[src/rtl/uart_tx_chunk_serializer_if.sv]
// Handshake bundle between the scheduler / UART TX side (master) and the
// chunk serializer (slave).
interface uart_tx_chunk_if #(
  parameter int CONTENT_BUFFER_BYTE_SIZE  = 5,
  parameter int CONTENT_BUFFER_INDEX_SIZE = 32
);
  logic                                   is_chunk_ready;
  logic [7:0]                             chunk_type;
  logic [CONTENT_BUFFER_INDEX_SIZE-1:0]   chunk_byte_size;
  logic [CONTENT_BUFFER_BYTE_SIZE*8-1:0]  chunk_bytes;
  logic                                   is_tx_done;
  logic                                   is_tx_ready;
  logic [7:0]                             tx_data;
  logic                                   is_busy;
  logic                                   is_chunker_done;

  modport master (
    output is_chunk_ready, chunk_type, chunk_byte_size, chunk_bytes, is_tx_done,
    input  is_tx_ready, tx_data, is_busy, is_chunker_done
  );

  modport slave (
    input  is_chunk_ready, chunk_type, chunk_byte_size, chunk_bytes, is_tx_done,
    output is_tx_ready, tx_data, is_busy, is_chunker_done
  );
endinterface

[src/rtl/uart_tx_chunk_serializer.sv]
// Chunk serializer: frames one chunk as type, len, content bytes (and an
// optional XOR checksum) and feeds it byte by byte to a UART TX.
// Optional feature macro: UART_TX_CHUNK_CHECKSUM_EN (appends XOR checksum).
module uart_tx_chunk_serializer #(
  parameter int CONTENT_BUFFER_BYTE_SIZE  = 5,
  parameter int CONTENT_BUFFER_INDEX_SIZE = 32
) (
  input  logic             CLK,
  input  logic             reset,
  uart_tx_chunk_if.slave   bus
);
  localparam int BS        = CONTENT_BUFFER_BYTE_SIZE;
  localparam int IW        = CONTENT_BUFFER_INDEX_SIZE;
  localparam int LEN_LIMIT = (BS < 255) ? BS : 255;
  localparam int SEL_W     = (BS > 1) ? $clog2(BS) : 1;
  localparam logic [IW-1:0] LIMIT_W = IW'(LEN_LIMIT);

  typedef enum logic [1:0] {S_IDLE, S_ISSUE, S_WAIT, S_DONE} state_t;

  state_t     state_q, state_d;
  logic [8:0] cnt_q, cnt_d;          // index of the byte currently on the wire
  logic [7:0] len_q, len_d;
  logic [7:0] tx_data_q, tx_data_d;
  logic [7:0] content_q [BS];
  logic [7:0] content_d [BS];
`ifdef UART_TX_CHUNK_CHECKSUM_EN
  logic [7:0] csum_q, csum_d;
  logic [7:0] csum_in;
`endif

  logic [7:0] in_bytes [BS];
  logic [7:0] len_clamped;
  logic [8:0] last_idx;
  logic [8:0] nidx;
  logic [8:0] cidx;
  logic [7:0] next_byte;

  // Unpack the flat content bus into byte lanes, byte 0 at the bottom
  generate
    for (genvar gi = 0; gi < BS; gi++) begin : g_unpack
      assign in_bytes[gi] = bus.chunk_bytes[8*gi +: 8];
    end
  endgenerate

  // Clamp the requested size at full input width so large sizes never wrap
  always_comb begin
    len_clamped = bus.chunk_byte_size[7:0];
    if (bus.chunk_byte_size >= LIMIT_W) len_clamped = 8'(LEN_LIMIT);
  end

`ifdef UART_TX_CHUNK_CHECKSUM_EN
  // XOR of type, len and the valid content bytes, computed at acceptance
  always_comb begin
    csum_in = bus.chunk_type ^ len_clamped;
    for (int i = 0; i < BS; i++) begin
      if (i < int'({24'd0, len_clamped})) csum_in = csum_in ^ in_bytes[i];
    end
  end
  assign last_idx = {1'b0, len_q} + 9'd2;
`else
  assign last_idx = {1'b0, len_q} + 9'd1;
`endif

  assign nidx = cnt_q + 9'd1;
  assign cidx = nidx - 9'd2;

  // Select the byte that follows the one currently being sent
  always_comb begin
    next_byte = 8'h00;
    if (nidx == 9'd1) begin
      next_byte = len_q;
    end else if (cidx < {1'b0, len_q}) begin
      next_byte = content_q[cidx[SEL_W-1:0]];
    end else begin
`ifdef UART_TX_CHUNK_CHECKSUM_EN
      next_byte = csum_q;
`endif
    end
  end

  // Next-state logic and state-decoded outputs
  always_comb begin
    state_d   = state_q;
    cnt_d     = cnt_q;
    len_d     = len_q;
    tx_data_d = tx_data_q;
    content_d = content_q;
`ifdef UART_TX_CHUNK_CHECKSUM_EN
    csum_d    = csum_q;
`endif
    bus.is_tx_ready     = 1'b0;
    bus.is_busy         = 1'b0;
    bus.is_chunker_done = 1'b0;
    bus.tx_data         = tx_data_q;
    case (state_q)
      S_IDLE: begin
        if (bus.is_chunk_ready) begin
          len_d     = len_clamped;
          content_d = in_bytes;
`ifdef UART_TX_CHUNK_CHECKSUM_EN
          csum_d    = csum_in;
`endif
          cnt_d     = 9'd0;
          tx_data_d = bus.chunk_type;
          state_d   = S_ISSUE;
        end
      end
      S_ISSUE: begin
        bus.is_tx_ready = 1'b1;
        bus.is_busy     = 1'b1;
        state_d         = S_WAIT;
      end
      S_WAIT: begin
        bus.is_busy = 1'b1;
        if (bus.is_tx_done) begin
          if (cnt_q < last_idx) begin
            cnt_d     = nidx;
            tx_data_d = next_byte;
            state_d   = S_ISSUE;
          end else begin
            cnt_d   = 9'd0;
            state_d = S_DONE;
          end
        end
      end
      S_DONE: begin
        bus.is_chunker_done = 1'b1;
        state_d             = S_IDLE;
      end
      default: state_d = S_IDLE;
    endcase
  end

  // State and datapath registers with synchronous reset
  always_ff @(posedge CLK) begin
    if (reset) begin
      state_q   <= S_IDLE;
      cnt_q     <= 9'd0;
      len_q     <= 8'd0;
      tx_data_q <= 8'd0;
      for (int i = 0; i < BS; i++) content_q[i] <= 8'd0;
`ifdef UART_TX_CHUNK_CHECKSUM_EN
      csum_q    <= 8'd0;
`endif
    end else begin
      state_q   <= state_d;
      cnt_q     <= cnt_d;
      len_q     <= len_d;
      tx_data_q <= tx_data_d;
      content_q <= content_d;
`ifdef UART_TX_CHUNK_CHECKSUM_EN
      csum_q    <= csum_d;
`endif
    end
  end
endmodule

[src/flat_wrapper.sv]
// flat-port wrapper written by rule: the top's interface ports become plain ports
module uart_tx_chunk_serializer_flat 
#(
  parameter int CONTENT_BUFFER_BYTE_SIZE  = 5,
  parameter int CONTENT_BUFFER_INDEX_SIZE = 32
)
  (CLK, reset, bus_is_chunk_ready, bus_chunk_type, bus_chunk_byte_size, bus_chunk_bytes, bus_is_tx_done, bus_is_tx_ready, bus_tx_data, bus_is_busy, bus_is_chunker_done);
  uart_tx_chunk_if #(.CONTENT_BUFFER_BYTE_SIZE(CONTENT_BUFFER_BYTE_SIZE), .CONTENT_BUFFER_INDEX_SIZE(CONTENT_BUFFER_INDEX_SIZE)) bus_i ();
  input  logic CLK;
  input  logic reset;
  input wire logic [$bits(bus_i.is_chunk_ready)-1:0] bus_is_chunk_ready;
  input wire logic [$bits(bus_i.chunk_type)-1:0] bus_chunk_type;
  input wire logic [$bits(bus_i.chunk_byte_size)-1:0] bus_chunk_byte_size;
  input wire logic [$bits(bus_i.chunk_bytes)-1:0] bus_chunk_bytes;
  input wire logic [$bits(bus_i.is_tx_done)-1:0] bus_is_tx_done;
  output wire logic [$bits(bus_i.is_tx_ready)-1:0] bus_is_tx_ready;
  output wire logic [$bits(bus_i.tx_data)-1:0] bus_tx_data;
  output wire logic [$bits(bus_i.is_busy)-1:0] bus_is_busy;
  output wire logic [$bits(bus_i.is_chunker_done)-1:0] bus_is_chunker_done;
  assign bus_i.is_chunk_ready = bus_is_chunk_ready;
  assign bus_i.chunk_type = bus_chunk_type;
  assign bus_i.chunk_byte_size = bus_chunk_byte_size;
  assign bus_i.chunk_bytes = bus_chunk_bytes;
  assign bus_i.is_tx_done = bus_is_tx_done;
  assign bus_is_tx_ready = bus_i.is_tx_ready;
  assign bus_tx_data = bus_i.tx_data;
  assign bus_is_busy = bus_i.is_busy;
  assign bus_is_chunker_done = bus_i.is_chunker_done;
  uart_tx_chunk_serializer #(.CONTENT_BUFFER_BYTE_SIZE(CONTENT_BUFFER_BYTE_SIZE), .CONTENT_BUFFER_INDEX_SIZE(CONTENT_BUFFER_INDEX_SIZE)) u_core (.CLK(CLK), .reset(reset), .bus(bus_i));
endmodule
[config.mk]
export PLATFORM = sky130hd
export DESIGN_NAME = uart_tx_chunk_serializer_flat
export DESIGN_NICKNAME = d
export VERILOG_FILES = /design/src/rtl/uart_tx_chunk_serializer_if.sv /design/src/rtl/uart_tx_chunk_serializer.sv /design/src/flat_wrapper.sv
export SDC_FILE = /design/constraint.sdc
export NUM_CORES = 1
export LEC_CHECK = 0
export ABC_AREA = 1
export ABC_CLOCK_PERIOD_IN_PS = 7400
export CORE_UTILIZATION = 54
export DETAILED_ROUTE_END_ITERATION = 16
export PLACE_DENSITY = 0.88
export SYNTH_ARGS = -nofsm -noshare
export SYNTH_HDL_FRONTEND = slang
export SYNTH_SLANG_ARGS = --single-unit
[constraint.sdc]
create_clock -name CLK -period 7.4 [get_ports CLK]
set_clock_uncertainty 0.1 [all_clocks]
set_input_delay 1.85 -clock CLK [delete_from_list [all_inputs] [get_ports CLK]]
set_output_delay 1.85 -clock CLK [all_outputs]
set_load 0.05 [all_outputs]
==> load_flow_metrics.sql <==
INSERT INTO impl_metrics (metric_group, metric, value, unit) VALUES
('grt', 'track_usage', '0.285', ''),
('timing', 'setup-violations-final', '0', ''),
('drt', 'antenna_left', '0', ''),
('synth', 'synth-seq-cells', '67', ''),
('setup_path', 'path_class', 'flip-flop to flip-flop', ''),
('synth', 'avgSynthCellArea', '6.74', 'um2'),
('drt', 'routed_wl', '10300', 'um'),
('setup_path', 'slowest_stage', 'ha_1', ''),
('min_path', 'worst_hold_path.num_cells', '2', ''),
('setup_path', 'worst_path_dominant_cell_family', 'adder cells', ''),
('power_and_ir_drop', 'p_per_area', '256', 'nW/um2'),
('min_path', 'worstHoldStart', 'u_core.bus.tx_data[5]', ''),
('clocking', 'cts.path.max_buffers', '2', ''),
('grt', 'maximum_number_of_pins_on_one_net_before_global_route_repair', '54', ''),
('timing', 'min_period', '4710', 'ps'),
('clocking', 'cts_root_buf', 'clkbuf_8', ''),
('setup_path', 'r2r_start', 'u_core.cnt_q[0]', ''),
('power_and_ir_drop', 'switchingPower', '0.540', 'mW'),
('clocking', 'cts_tree', 'done', ''),
('setup_path', 'number_of_buffers_and_inverters_on_the_critical_path', '3', ''),
('floorplan', 'die_width', '87.3', 'um'),
('setup_path', 'setup.reg_to_reg.worst_slack', '2690', 'ps'),
('setup_path', 'timing.critical_path.required', '7570', 'ps'),
('power_and_ir_drop', 'finalPower', '1.30', 'mW'),
('power_and_ir_drop', 'sequentialPowerShare', '0.374', ''),
('final_layout', 'n_antenna_cell', '0', ''),
('drt', 'vias', '4104', ''),
('clocking', 'ctsHoldBuffers', '0', ''),
('grt', 'routing_usage_on_met1', '0.333', ''),
('grt', 'met2_grt_util', '0.512', ''),
('power_and_ir_drop', 'internal-power', '0.756', 'mW'),
('timing', 'timing.fmax', '212', 'MHz'),
('timing', 'drv_slew', '0', ''),
('placement', 'gp_routability_congestion', '1.09', ''),
('drt', 'wire_per_inst', '13.5', 'um'),
('timing', 'setup_tns', '0', 'ps'),
('grt', 'number_of_global_route_vias_before_repair', '3675', ''),
('grt', 'grt_antenna_before_repair', '0', ''),
('clocking', 'cts_resized', '0', ''),
('timing', 'worst_max_slew_pin_slew', '1160', 'ps'),
('synth', 'yosys_warning_count', '0', ''),
('timing', 'max_slew_margin', '0.226', ''),
('status', 'run_status', 'complete, no violations', ''),
('min_path', 'worstHoldPathType', 'flip-flop to flip-flop', ''),
('clocking', 'number_of_buffers_created_by_cts', '9', ''),
('synth', 'synth_sequential_area_ratio', '0.341', ''),
('timing', 'timing_hold_violations_final', '0', ''),
('synth', 'synthArstFlopShare', '0', ''),
('power_and_ir_drop', 'power.share.clock', '0.209', ''),
('clocking', 'path_clk_slew', '80', 'ps'),
('power_and_ir_drop', 'swShare', '0.416', ''),
('setup_path', 'path_max_fanout', '20', ''),
('drt', 'drt_pass1_iterations', '5', ''),
('power_and_ir_drop', 'gate_power_share', '0.417', ''),
('power_and_ir_drop', 'power.ir.vdd_worst', '0.000169', 'V'),
('clocking', 'cts_post_setup_buffers_inserted', '0', ''),
('floorplan', 'pin_count', '95', ''),
('placement', 'port_buffers', '94', ''),
('placement', 'dpl.hpwl', '7810', 'um'),
('setup_path', 'reg2reg_to', 'u_core.bus.tx_data[4]', ''),
('clocking', 'clk-insertion-delay-late', '350', 'ps'),
('synth', 'synth_cells', '583', ''),
('final_layout', 'final_nets', '773', ''),
('setup_path', 'cell_depth_of_the_worst_flop_to_flop_path', '17', ''),
('clocking', 'tritoncts_num_sinks', '67', ''),
('synth', 'synth_edf_count', '0', ''),
('setup_path', 'cpPeakStageDelay', '620', 'ps'),
('min_path', 'worstHoldEndpoint', 'u_core.bus.tx_data[5]', ''),
('flow_run', 'max_cap_viol_count', '0', ''),
('grt', 'wire_length_of_the_first_global_routing_pass', '16900', 'um'),
('floorplan', 'placeable_area', '6910', 'um2');
## worst reg2reg max path, stage by stage, from the launching register on
cell,delay [ps]
dfxtp_1,600
inv_1,380
ha_1,620
clkinv_1,340
ha_1,530
clkinv_1,280
ha_1,360
nand2_1,80
nand2_1,60
a21oi_1,120
nand2_1,70
nand2_1,60
nand3_1,60
a21oi_1,430
nand2_1,160
o21bai_1,200
nand2_1,70
a21oi_1,130
## kinds of logic after synthesis
group | Yosys count | share of synthesized area
DFF | 67 | 0.341
adders and majority gates | 23 | 0.0732
buffers and inverters | 85 | 0.0847
AOI/OAI and AO/OA | 111 | 0.157
xor gates and xnor gates | 11 | 0.0245
and+or+nand+nor | 286 | 0.319
## through the flow
| stage | setup WS, ps | instances | hold slack (ps) | instance area (um2) |
|---|---|---|---|---|
| finish | 2690 | 767 | 372 | 5070 |
| floorplan | 3760 | 583 | 329 | 3930 |
| detailed placement | 2860 | 751 | 360 | 4900 |
| global placement | 3150 | 751 | 357 | 4900 |
| CTS | 2810 | 767 | 372 | 5070 |
| global route | 2240 | 767 | 395 | 5070 |
## worst max path at each step
stage               startpoint               endpoint  slack [ps]
2_1_floorplan  u_core.cnt_q[0]  u_core.bus.tx_data[2]        3760
3_3_place_gp             reset   u_core.content_q[26]        3150
3_5_place_dp   u_core.cnt_q[0]  u_core.bus.tx_data[4]        2860
4_1_cts        u_core.cnt_q[0]  u_core.bus.tx_data[4]        2810
5_1_grt        u_core.cnt_q[0]  u_core.bus.tx_data[4]        2240
6_report       u_core.cnt_q[0]  u_core.bus.tx_data[4]        2690
## cells in the final DEF, fill, tap and decap left out, drive strengths merged
cell / n
a211oi: 1
a21oi: 34
a22oi: 3
a31oi: 1
and3: 1
buf: 1
clkbuf: 9
clkdlybuf4s50: 94
clkinv: 6
clkinvlp: 2
dfxtp: 67
ha: 23
inv: 61
nand2: 120
nand3: 47
nand3b: 1
nand4: 2
nor2: 90
nor3: 9
nor4: 6
o2111ai: 8
o211ai: 2
o21ai: 57
o21bai: 3
o31ai: 2
or2: 10
xnor2: 1
xor2: 10
## routing by layer
metal | vias up | share of wire
li1 | 2087 | -
met1 | 1848 | 0.42
met2 | 141 | 0.51
met3 | 28 | 0.053
met4 | 0 | 0.022
met5 | - | 0
## sequential cells by signal (all words and copies together) (netlist names)
register	cells
u_core.state_q	2
u_core.content_q	40
u_core.cnt_q	9
u_core.len_q	8
u_core.bus.tx_data	8
## power by group through the flow
stage / registers, mW / clock network [mW] / logic, mW
finish: 0.485 / 0.271 / 0.540
global route: 0.492 / 0.287 / 0.602
CTS: 0.484 / 0.273 / 0.539
detailed placement: 0.492 / 0 / 0.536
global placement: 0.489 / 0 / 0.522
floorplan: 0.533 / 0 / 0.327
## cell type report
class / count / area, um2
multi-input combinational: 431 / 2250
fill: 547 / 1830
sequential: 67 / 1340
timing repair buffer: 95 / 948
inverter: 62 / 233
clock buffer: 9 / 124
tap: 96 / 120
clock inverter: 7 / 51.3
No activity file was read; power rests on OpenSTA's default activity.
